$ cat src/rtl/crc_frame_ctrl_if.sv
// Word-stream and result handshake bundle for crc_frame_ctrl.
// master = producer/consumer side, slave = the frame controller.
interface crc_frame_ctrl_if #(
    parameter int DATA_W  = 8,
    parameter int CRC_LEN = 32
);
    logic [DATA_W-1:0]  s_data;
    logic               s_valid;
    logic               s_last;
    logic               s_ready;
    logic [CRC_LEN-1:0] crc_value;
    logic               crc_valid;
    logic               crc_ready;

    modport master (
        output s_data,
        output s_valid,
        output s_last,
        input  s_ready,
        input  crc_value,
        input  crc_valid,
        output crc_ready
    );

    modport slave (
        input  s_data,
        input  s_valid,
        input  s_last,
        output s_ready,
        output crc_value,
        output crc_valid,
        input  crc_ready
    );
endinterface

$ cat src/rtl/crc_frame_ctrl.sv
// Frame sequencer for a one-bit-per-cycle CRC core: clears it at frame start, feeds words
// MSB-first, appends CRC_LEN zero bits of augmentation, then hands out the captured remainder.
module crc_frame_ctrl #(
    parameter int CRC_LEN = 32,
    parameter int DATA_W  = 8
) (
    input  logic               clk_in,
    input  logic               reset,
    crc_frame_ctrl_if.slave    bus,
    input  logic               abort,
    output logic               crc_reset_out,
    output logic               crc_enable_out,
    output logic               crc_data_out,
    input  logic [CRC_LEN-1:0] crc_in,
    output logic               busy
);
    localparam int BIT_W = $clog2(DATA_W);
    localparam int PAD_W = $clog2(CRC_LEN + 1);
    localparam logic [BIT_W-1:0] BIT_LAST = BIT_W'(DATA_W - 1);
    localparam logic [PAD_W-1:0] PAD_LAST = PAD_W'(CRC_LEN - 1);

    typedef enum logic [2:0] {
        IDLE,
        CLEAR,
        SHIFT,
        PAD,
        CAPTURE,
        DONE
    } state_e;

    state_e             state_q;
    logic [DATA_W-1:0]  shreg_q;
    logic               last_q;
    logic               frame_open_q;
    logic [BIT_W-1:0]   bit_cnt_q;
    logic [PAD_W-1:0]   pad_cnt_q;
    logic [CRC_LEN-1:0] crc_value_q;
    logic               crc_valid_q;
    logic               accept;

    // Ready is withheld during reset/abort so a word offered then is never taken.
    assign bus.s_ready   = (state_q == IDLE) & ~reset & ~abort;
    assign accept        = bus.s_valid & bus.s_ready;
    assign bus.crc_value = crc_value_q;
    assign bus.crc_valid = crc_valid_q;
    assign busy          = (state_q != IDLE) | frame_open_q;

    // Core pins decode straight from the state register so the core acts on the same edge.
    assign crc_reset_out  = reset | (state_q == CLEAR);
    assign crc_enable_out = (state_q == SHIFT) | (state_q == PAD);
    assign crc_data_out   = (state_q == SHIFT) & shreg_q[DATA_W-1];

    always_ff @(posedge clk_in) begin
        if (reset || abort) begin
            state_q      <= IDLE;
            frame_open_q <= 1'b0;
            crc_valid_q  <= 1'b0;
            last_q       <= 1'b0;
            bit_cnt_q    <= '0;
            pad_cnt_q    <= '0;
            if (reset) begin
                crc_value_q <= '0;
            end
        end else begin
            case (state_q)
                IDLE: begin
                    if (accept) begin
                        shreg_q   <= bus.s_data;
                        last_q    <= bus.s_last;
                        bit_cnt_q <= '0;
                        if (!frame_open_q) begin
                            state_q      <= CLEAR;
                            frame_open_q <= 1'b1;
                        end else begin
                            state_q <= SHIFT;
                        end
                    end
                end
                CLEAR: begin
                    state_q <= SHIFT;
                end
                SHIFT: begin
                    shreg_q <= {shreg_q[DATA_W-2:0], 1'b0};
                    if (bit_cnt_q == BIT_LAST) begin
                        bit_cnt_q <= '0;
                        if (last_q) begin
                            state_q      <= PAD;
                            frame_open_q <= 1'b0;
                            pad_cnt_q    <= '0;
                        end else begin
                            state_q <= IDLE;
                        end
                    end else begin
                        bit_cnt_q <= bit_cnt_q + BIT_W'(1);
                    end
                end
                PAD: begin
                    if (pad_cnt_q == PAD_LAST) begin
                        pad_cnt_q <= '0;
                        state_q   <= CAPTURE;
                    end else begin
                        pad_cnt_q <= pad_cnt_q + PAD_W'(1);
                    end
                end
                CAPTURE: begin
                    // Last augmentation bit entered the core on the previous edge.
                    crc_value_q <= crc_in;
                    crc_valid_q <= 1'b1;
                    state_q     <= DONE;
                end
                DONE: begin
                    if (bus.crc_ready) begin
                        crc_valid_q <= 1'b0;
                        state_q     <= IDLE;
                    end
                end
                default: begin
                    state_q <= IDLE;
                end
            endcase
        end
    end
endmodule

$ cat src/flat_wrapper.sv
// flat-port wrapper written by rule: the top's interface ports become plain ports
module crc_frame_ctrl_flat 
#(
    parameter int CRC_LEN = 32,
    parameter int DATA_W  = 8
)
  (clk_in, reset, abort, crc_reset_out, crc_enable_out, crc_data_out, crc_in, busy, bus_s_data, bus_s_valid, bus_s_last, bus_s_ready, bus_crc_value, bus_crc_valid, bus_crc_ready);
  crc_frame_ctrl_if #(.DATA_W(DATA_W), .CRC_LEN(CRC_LEN)) bus_i ();
  input  logic clk_in;
  input  logic reset;
  input  logic abort;
  output logic crc_reset_out;
  output logic crc_enable_out;
  output logic crc_data_out;
  input  logic [CRC_LEN-1:0] crc_in;
  output logic busy;
  input wire logic [$bits(bus_i.s_data)-1:0] bus_s_data;
  input wire logic [$bits(bus_i.s_valid)-1:0] bus_s_valid;
  input wire logic [$bits(bus_i.s_last)-1:0] bus_s_last;
  output wire logic [$bits(bus_i.s_ready)-1:0] bus_s_ready;
  output wire logic [$bits(bus_i.crc_value)-1:0] bus_crc_value;
  output wire logic [$bits(bus_i.crc_valid)-1:0] bus_crc_valid;
  input wire logic [$bits(bus_i.crc_ready)-1:0] bus_crc_ready;
  assign bus_i.s_data = bus_s_data;
  assign bus_i.s_valid = bus_s_valid;
  assign bus_i.s_last = bus_s_last;
  assign bus_s_ready = bus_i.s_ready;
  assign bus_crc_value = bus_i.crc_value;
  assign bus_crc_valid = bus_i.crc_valid;
  assign bus_i.crc_ready = bus_crc_ready;
  crc_frame_ctrl #(.CRC_LEN(CRC_LEN), .DATA_W(DATA_W)) u_core (.clk_in(clk_in), .reset(reset), .bus(bus_i), .abort(abort), .crc_reset_out(crc_reset_out), .crc_enable_out(crc_enable_out), .crc_data_out(crc_data_out), .crc_in(crc_in), .busy(busy));
endmodule
$ cat config.mk
export PLATFORM = sky130hd
export DESIGN_NAME = crc_frame_ctrl_flat
export DESIGN_NICKNAME = d
export VERILOG_FILES = /design/src/rtl/crc_frame_ctrl_if.sv /design/src/rtl/crc_frame_ctrl.sv /design/src/flat_wrapper.sv
export SDC_FILE = /design/constraint.sdc
export NUM_CORES = 1
export LEC_CHECK = 0
export CAP_MARGIN = 0
export CORE_AREA = 2 2 77 79
export DETAILED_ROUTE_END_ITERATION = 10
export DIE_AREA = 0 0 79 81
export PLACE_DENSITY = 0.82
export SKIP_LAST_GASP = 1
export SLEW_MARGIN = 20
export SYNTH_ARGS = -nofsm -noshare
export SYNTH_HDL_FRONTEND = slang
export SYNTH_SLANG_ARGS = --single-unit
$ cat constraint.sdc
create_clock -name clk_in -period 1.9 [get_ports clk_in]
set_input_delay 0.38 -clock clk_in [delete_from_list [all_inputs] [get_ports clk_in]]
set_output_delay 0.38 -clock clk_in [all_outputs]
set_load 0.02 [all_outputs]
# [Word level (Yosys, flattened, before mapping)]
# Index checks and enable logic that the tools add are counted.
[totals] register_bits=55 elab_cells=73
[op_classes] add_sub_neg=2 n_eq_ne=13 mux=25 n_bitwise=10 n_reduce_logical=15
[op_table] op="2-to-1 mux 32 bit" n=3
[op_table] op="2-to-1 mux 3 bit" n=6
[op_table] op="2-to-1 mux 6 bit" n=3
[op_table] op="one-hot mux 3 bit (6 select lines)" n=1
[op_table] op="one-hot mux 8 bit (2 select lines)" n=1
[op_table] op="one-hot mux 6 bit (2 select lines)" n=1
[op_table] op="equality test 3 bit (second input constant)" n=3
[op_table] op="2-to-1 mux 8 bit" n=1
[op_table] op="inequality test 2 bit (second input constant)" n=4
[op_table] op="AND reduction 2 bit" n=4
[op_table] op="AND reduction 4 bit" n=2
[op_table] op="nonzero test 2 bit" n=4
[op_table] op="adder 6 x 1 -> 6 bit (second input constant)" n=1
[op_table] op="equality test 3 x 2 -> 1 bit (second input constant)" n=2
[op_table] op="equality test 6 x 5 -> 1 bit (second input constant)" n=1
[op_table] op="one-hot mux 3 bit (2 select lines)" n=1
[op_table] op="AND reduction 3 bit" n=2
[op_table] op="bitwise AND 1 bit" n=4
[op_table] op="2-to-1 mux 1 bit" n=4
[op_table] op="2-to-1 mux 2 bit" n=2
[op_table] op="inequality test 2 x 1 -> 1 bit (second input constant)" n=2
[op_table] op="one-hot mux 1 bit (2 select lines)" n=2
[op_table] op="adder 3 x 1 -> 3 bit (second input constant)" n=1
[op_table] op="equality test 3 x 1 -> 1 bit (second input constant)" n=1
[op_table] op="5 further kinds" n=9

# [Depth between registers and ports, before layout]
[depth] word_depth=6 ltp_mapped=6 depth_no_buf=6

# [Worst setup path before layout]
# Ideal clock, no wire load.
[synth_timing] path_kind="register -> register" from="register u_core.state_q[0]" to="register u_core.shreg_q[0], enable pin" arrival_time_ns=1.255 t_required_ns=1.530 slack_ns=0.274 stages_incl_launch_ff=5 n_path_buf=1 cell_sequence="dfxtp_1 > buf_6 > nor3_2 > a21oi_1 > nor2_1"
[synth_between] elab_chain_cells=6
[synth_lines] element="from (decl)" line_no="crc_frame_ctrl.sv:31" text="state_e state_q;"
[synth_lines] element="from (signal assigned)" line_no="crc_frame_ctrl.sv:55" text="state_q <= IDLE;"
[synth_lines] element="from (signal assigned)" line_no="crc_frame_ctrl.sv:72" text="state_q <= CLEAR;"
[synth_lines] element="from (signal assigned)" line_no="crc_frame_ctrl.sv:75" text="state_q <= SHIFT;"
[synth_lines] element="zero test 3 bit" line_no="crc_frame_ctrl.sv:42, crc_frame_ctrl.sv:65"
[synth_lines] element="bitwise AND 1 bit (2 in a row)" line_no="crc_frame_ctrl.sv:42" text="assign bus.s_ready = (state_q == IDLE) & ~reset & ~abort;"
[synth_lines] element="bitwise AND 1 bit" line_no="crc_frame_ctrl.sv:43" text="assign accept = bus.s_valid & bus.s_ready;"
[synth_lines] element="inequality test 2 x 1 -> 1 bit (no source line)"
[synth_lines] element="AND reduction 3 bit (no source line) *"
[synth_lines] element="to (signal assigned)" line_no="crc_frame_ctrl.sv:68" text="shreg_q <= bus.s_data;"
[synth_lines] element="to (signal assigned)" line_no="crc_frame_ctrl.sv:83" text="shreg_q <= {shreg_q[DATA_W-2:0], 1'b0};"
[synth_lines] element="to (decl)" line_no="crc_frame_ctrl.sv:32" text="logic [DATA_W-1:0] shreg_q;"
# Every way passes the cells marked *; elsewhere a longest branch is shown, timed or not.
# A chain may end at the register's enable or synchronous reset.

# [Worst setup path in the final report]
[layout_timing] from="input port abort" to="register u_core.state_q[0]"
[layout_between] elab_chain_cells=5
[layout_lines] element="from (decl)" line_no="flat_wrapper.sv:11" text="input logic abort;"
[layout_lines] element="NOT 1 bit" line_no="crc_frame_ctrl.sv:42"
[layout_lines] element="bitwise AND 1 bit" line_no="crc_frame_ctrl.sv:42"
[layout_lines] element="bitwise AND 1 bit" line_no="crc_frame_ctrl.sv:43"
[layout_lines] element="inequality test 2 x 1 -> 1 bit (no source line)"
[layout_lines] element="AND reduction 4 bit (no source line)"
# Parallel ways exist; a longest one is shown, timed or not.

==> impl_metrics.py <==
metrics = {
    "global_route": {
        "grt_antenna_before_repair": 0,
        "wire_length_of_the_first_global_routing_pass_mm": 7.900,
        "track_usage_pct": 15.65,
        "first_global_vias": 1699,
        "grt_start_max_net_pins": 36,
        "global_route_congestion_overflow_total": 0,
    },
    "pwr": {
        "totalPowerFinal_mw": 2.356,
        "cellLeakagePower_nw": 1.316,
        "worst_ir_drop_vdd_mv": 0.3705,
        "power_density_nw_per_um2": 678.2,
    },
    "critical_path": {
        "worstSetupPathType": "primary input to flip-flop",
        "critical_path.endpoint_type": "flip-flop",
        "worst_ep_required_time_ns": 2.09,
        "critical_path.startpoint_type": "primary input",
        "path_max_fanout": 3,
        "worst_ep_arrival_time_ns": 2.03,
    },
    "placement": {
        "gp_congestion": 0.7993,
        "detailed_place.area_sq_um": 3374,
        "placement.io_buffers": 83,
        "detailed_place_hpwl_mm": 3.632,
    },
    "synthesis": {
        "number_of_enable_type_register_cells_in_the_synthesized_netlist": 40,
        "ys_warn_count": 0,
        "seq_area_frac_synth_pct": 61.79,
        "ys_seq_elements": 55,
        "yosysUniqueCellTypes": 42,
        "syn-cell-area_sq_um": 2430,
        "proportion_of_synthesized_flip_flops_having_asynchronous_set_or_reset_pct": 0,
        "postSynthCellCount": 202,
        "synthesis.nets": 251,
        "postSynthAreaPerCell_sq_um": 12.03,
        "synth_top_flop_cell": "edfxtp_1",
    },
    "floorplanning": {
        "std_cell_core_area_sq_um": 5675,
        "initial_cell_density_of_the_core_pct": 42.81,
        "die-area_sq_um": 6399,
        "die_h_microns": 81,
        "die_x_microns": 79,
        "placementRows": 28,
        "io_pins": 84,
    },
    "timing": {
        "fmax_mhz": 543.3,
        "timing.hold.ws_ns": 0.4683,
        "hold_viol": 0,
        "report.final.setup_viol": 0,
        "grt_setup_unrepaired": "false",
        "timing.final.crit_period_ns": 1.841,
        "final_period_util_pct": 96.88,
        "final_max_slew_viol_count": 0,
        "tightestPinTransition_ns": 0.4352,
        "maxSlewHeadroom_pct": 70.99,
        "skew_ns": 0.009162,
        "fin_setup_tns_ns": 0,
    },
    "routing": {
        "finalWirelength_mm": 4.925,
        "remaining_drc_errors": 0,
        "route.detailed.vias_per_inst": 4.811,
        "drtIter0Drc": 68,
        "detailroute.via_count": 1780,
        "pre_repair_dr_iteration_count": 4,
        "wire_per_inst_microns": 13.31,
        "ant_nets": 0,
    },
    "clock_tree": {
        "clock_tree.htree_level_count": 2,
        "tritoncts_clock_tree": "yes",
        "cts_root_buf": "clkbuf_8",
        "worstSkewPairLatency_ns": 0.29,
        "ctsLongestPathBuffers": 2,
        "count_of_hold_buffers_inserted_by_post_cts_repair": 0,
        "clk_transition_reported_paths_ns": 0.09,
        "number_of_sinks_on_the_clock_net": 55,
        "number_of_buffers_added_by_the_clock_tree_synthesis_step": 5,
    },
    "finish": {
        "stdcell_area_sq_um": 3475,
        "area_delta_synth_final_pct": 43.00,
        "fin_nets": 343,
        "multi_input_area_sq_um": 837.1,
        "antenna_cells": 0,
        "final.fill_count": 452,
        "register_area_sq_um": 1504,
        "final_layout_size_suffix_gt1_share_pct": 11.53,
        "layout.core_utilization_pct": 61.22,
    },
    "hold_path": {
        "hold_path.class": "flip-flop to flip-flop",
    },
    "run_status": {
        "run_status": "finished clean",
    },
    "run": {
        "maxCapViolCount": 0,
    },
}
layout by cell type, fill, tap and decap left out, drive strengths merged, types with 3 or more instances in the layout:
cell	Yosys	layout
clkdlybuf4s50	0	78
edfxtp	40	40
and2	35	35
nand2	29	29
dfxtp	15	15
nor2	14	14
buf	6	13
a21oi	8	8
nand3	6	6
clkbuf	5	6
inv	4	4
ha	3	3
dlygate4sd2	0	3
or3b	3	3
o311ai	3	3
stage by stage:
stage | setup slack (ns) | cells
floorplan | 0.2744 | 202
detailed placement | -0.2489 | 362
finish | 0.05927 | 370
global placement | -0.2303 | 362
global route | 0.01154 | 370
CTS | -0.1356 | 370
flip-flops by register name, indices dropped and copies added (netlist names):
name and flops:
u_core.bus.crc_value 32, u_core.frame_open_q 1, u_core.state_q 3, u_core.bit_cnt_q 3, u_core.last_q 1, u_core.bus.crc_valid 1, u_core.pad_cnt_q 6, u_core.shreg_q 8
area by class of cell:
class | count | share of cell area [%]
clock inverters | 2 | 0.3601
inverters | 4 | 0.4321
well taps | 75 | 2.701
clock buffers | 6 | 2.089
flip-flops and latches | 55 | 43.28
multi-input cells | 132 | 24.09
repair buffers | 96 | 27.04
worst max-delay path: stages:
cell and delay (ns):
clkdlybuf4s50_1 0.45, buf_4 0.16, or3b_1 0.40, a221oi_2 0.31, nand2_2 0.11, o221a_1 0.23
worst paths after layout:
kind                        start              endpoint  cells past startpoint  slack [ns]
max                         abort     u_core.state_q[0]                      6        0.06
min          u_core.bus.crc_valid  u_core.bus.crc_valid                      2        0.47
max reg2reg   u_core.bit_cnt_q[0]     u_core.state_q[0]                      6        0.19
min reg2reg  u_core.bus.crc_valid  u_core.bus.crc_valid                      2        0.47
routing by layer:
metal	track usage, %	part of all wire, %
met5	0	0
met4	4.138	0.59
met3	3.778	6.2
met2	25.59	47
met1	21.02	46
kinds of logic after synthesis:
| logic type | share of synthesized area, % |
|---|---|
| xor+xnor | 1.442 |
| flops | 61.79 |
| buf+inv | 4.325 |
| fa+ha+maj | 1.545 |
| mux | 0.4120 |
| simple gates | 22.56 |
| compound gates | 7.930 |
timing repair:
action                                 CTS  global route
endpoints found under the hold margin    0             0
resized for setup                        7             3
setup endpoints to repair                5            34
setup buffers                            0             0
Yosys cell counts, types with 2 or more instances:
cell	count	area (sq um)
and2_1	35	219.0
clkbuf_1	3	11.26
xnor2_1	2	17.52
edfxtp_1	40	1201
buf_2	2	10.01
ha_1	3	37.54
nand3_1	6	30.03
o31ai_1	2	15.01
o311ai_0	2	17.52
a21o_1	2	15.01
xor2_1	2	17.52
a21oi_1	8	40.04
clkbuf_8	2	27.53
dfxtp_1	15	300.3
buf_6	3	33.78
nand2_1	28	105.1
or3b_1	2	17.52
nor3_2	2	20.02
o21ai_0	2	10.01
nor2_1	14	52.55
and4bb_2	2	25.02
inv_1	4	15.01
a31o_2	2	17.52
where the power goes:
group,leakage [nW],internal (mW),switching (mW),total (mW)
combinational,0.772,0.215,0.170,0.385
clock,0.0428,0.259,0.346,0.605
sequential,0.502,1.35,0.0172,1.37
total,1.32,1.82,0.533,2.36
No activity file was read; power rests on OpenSTA's default activity.
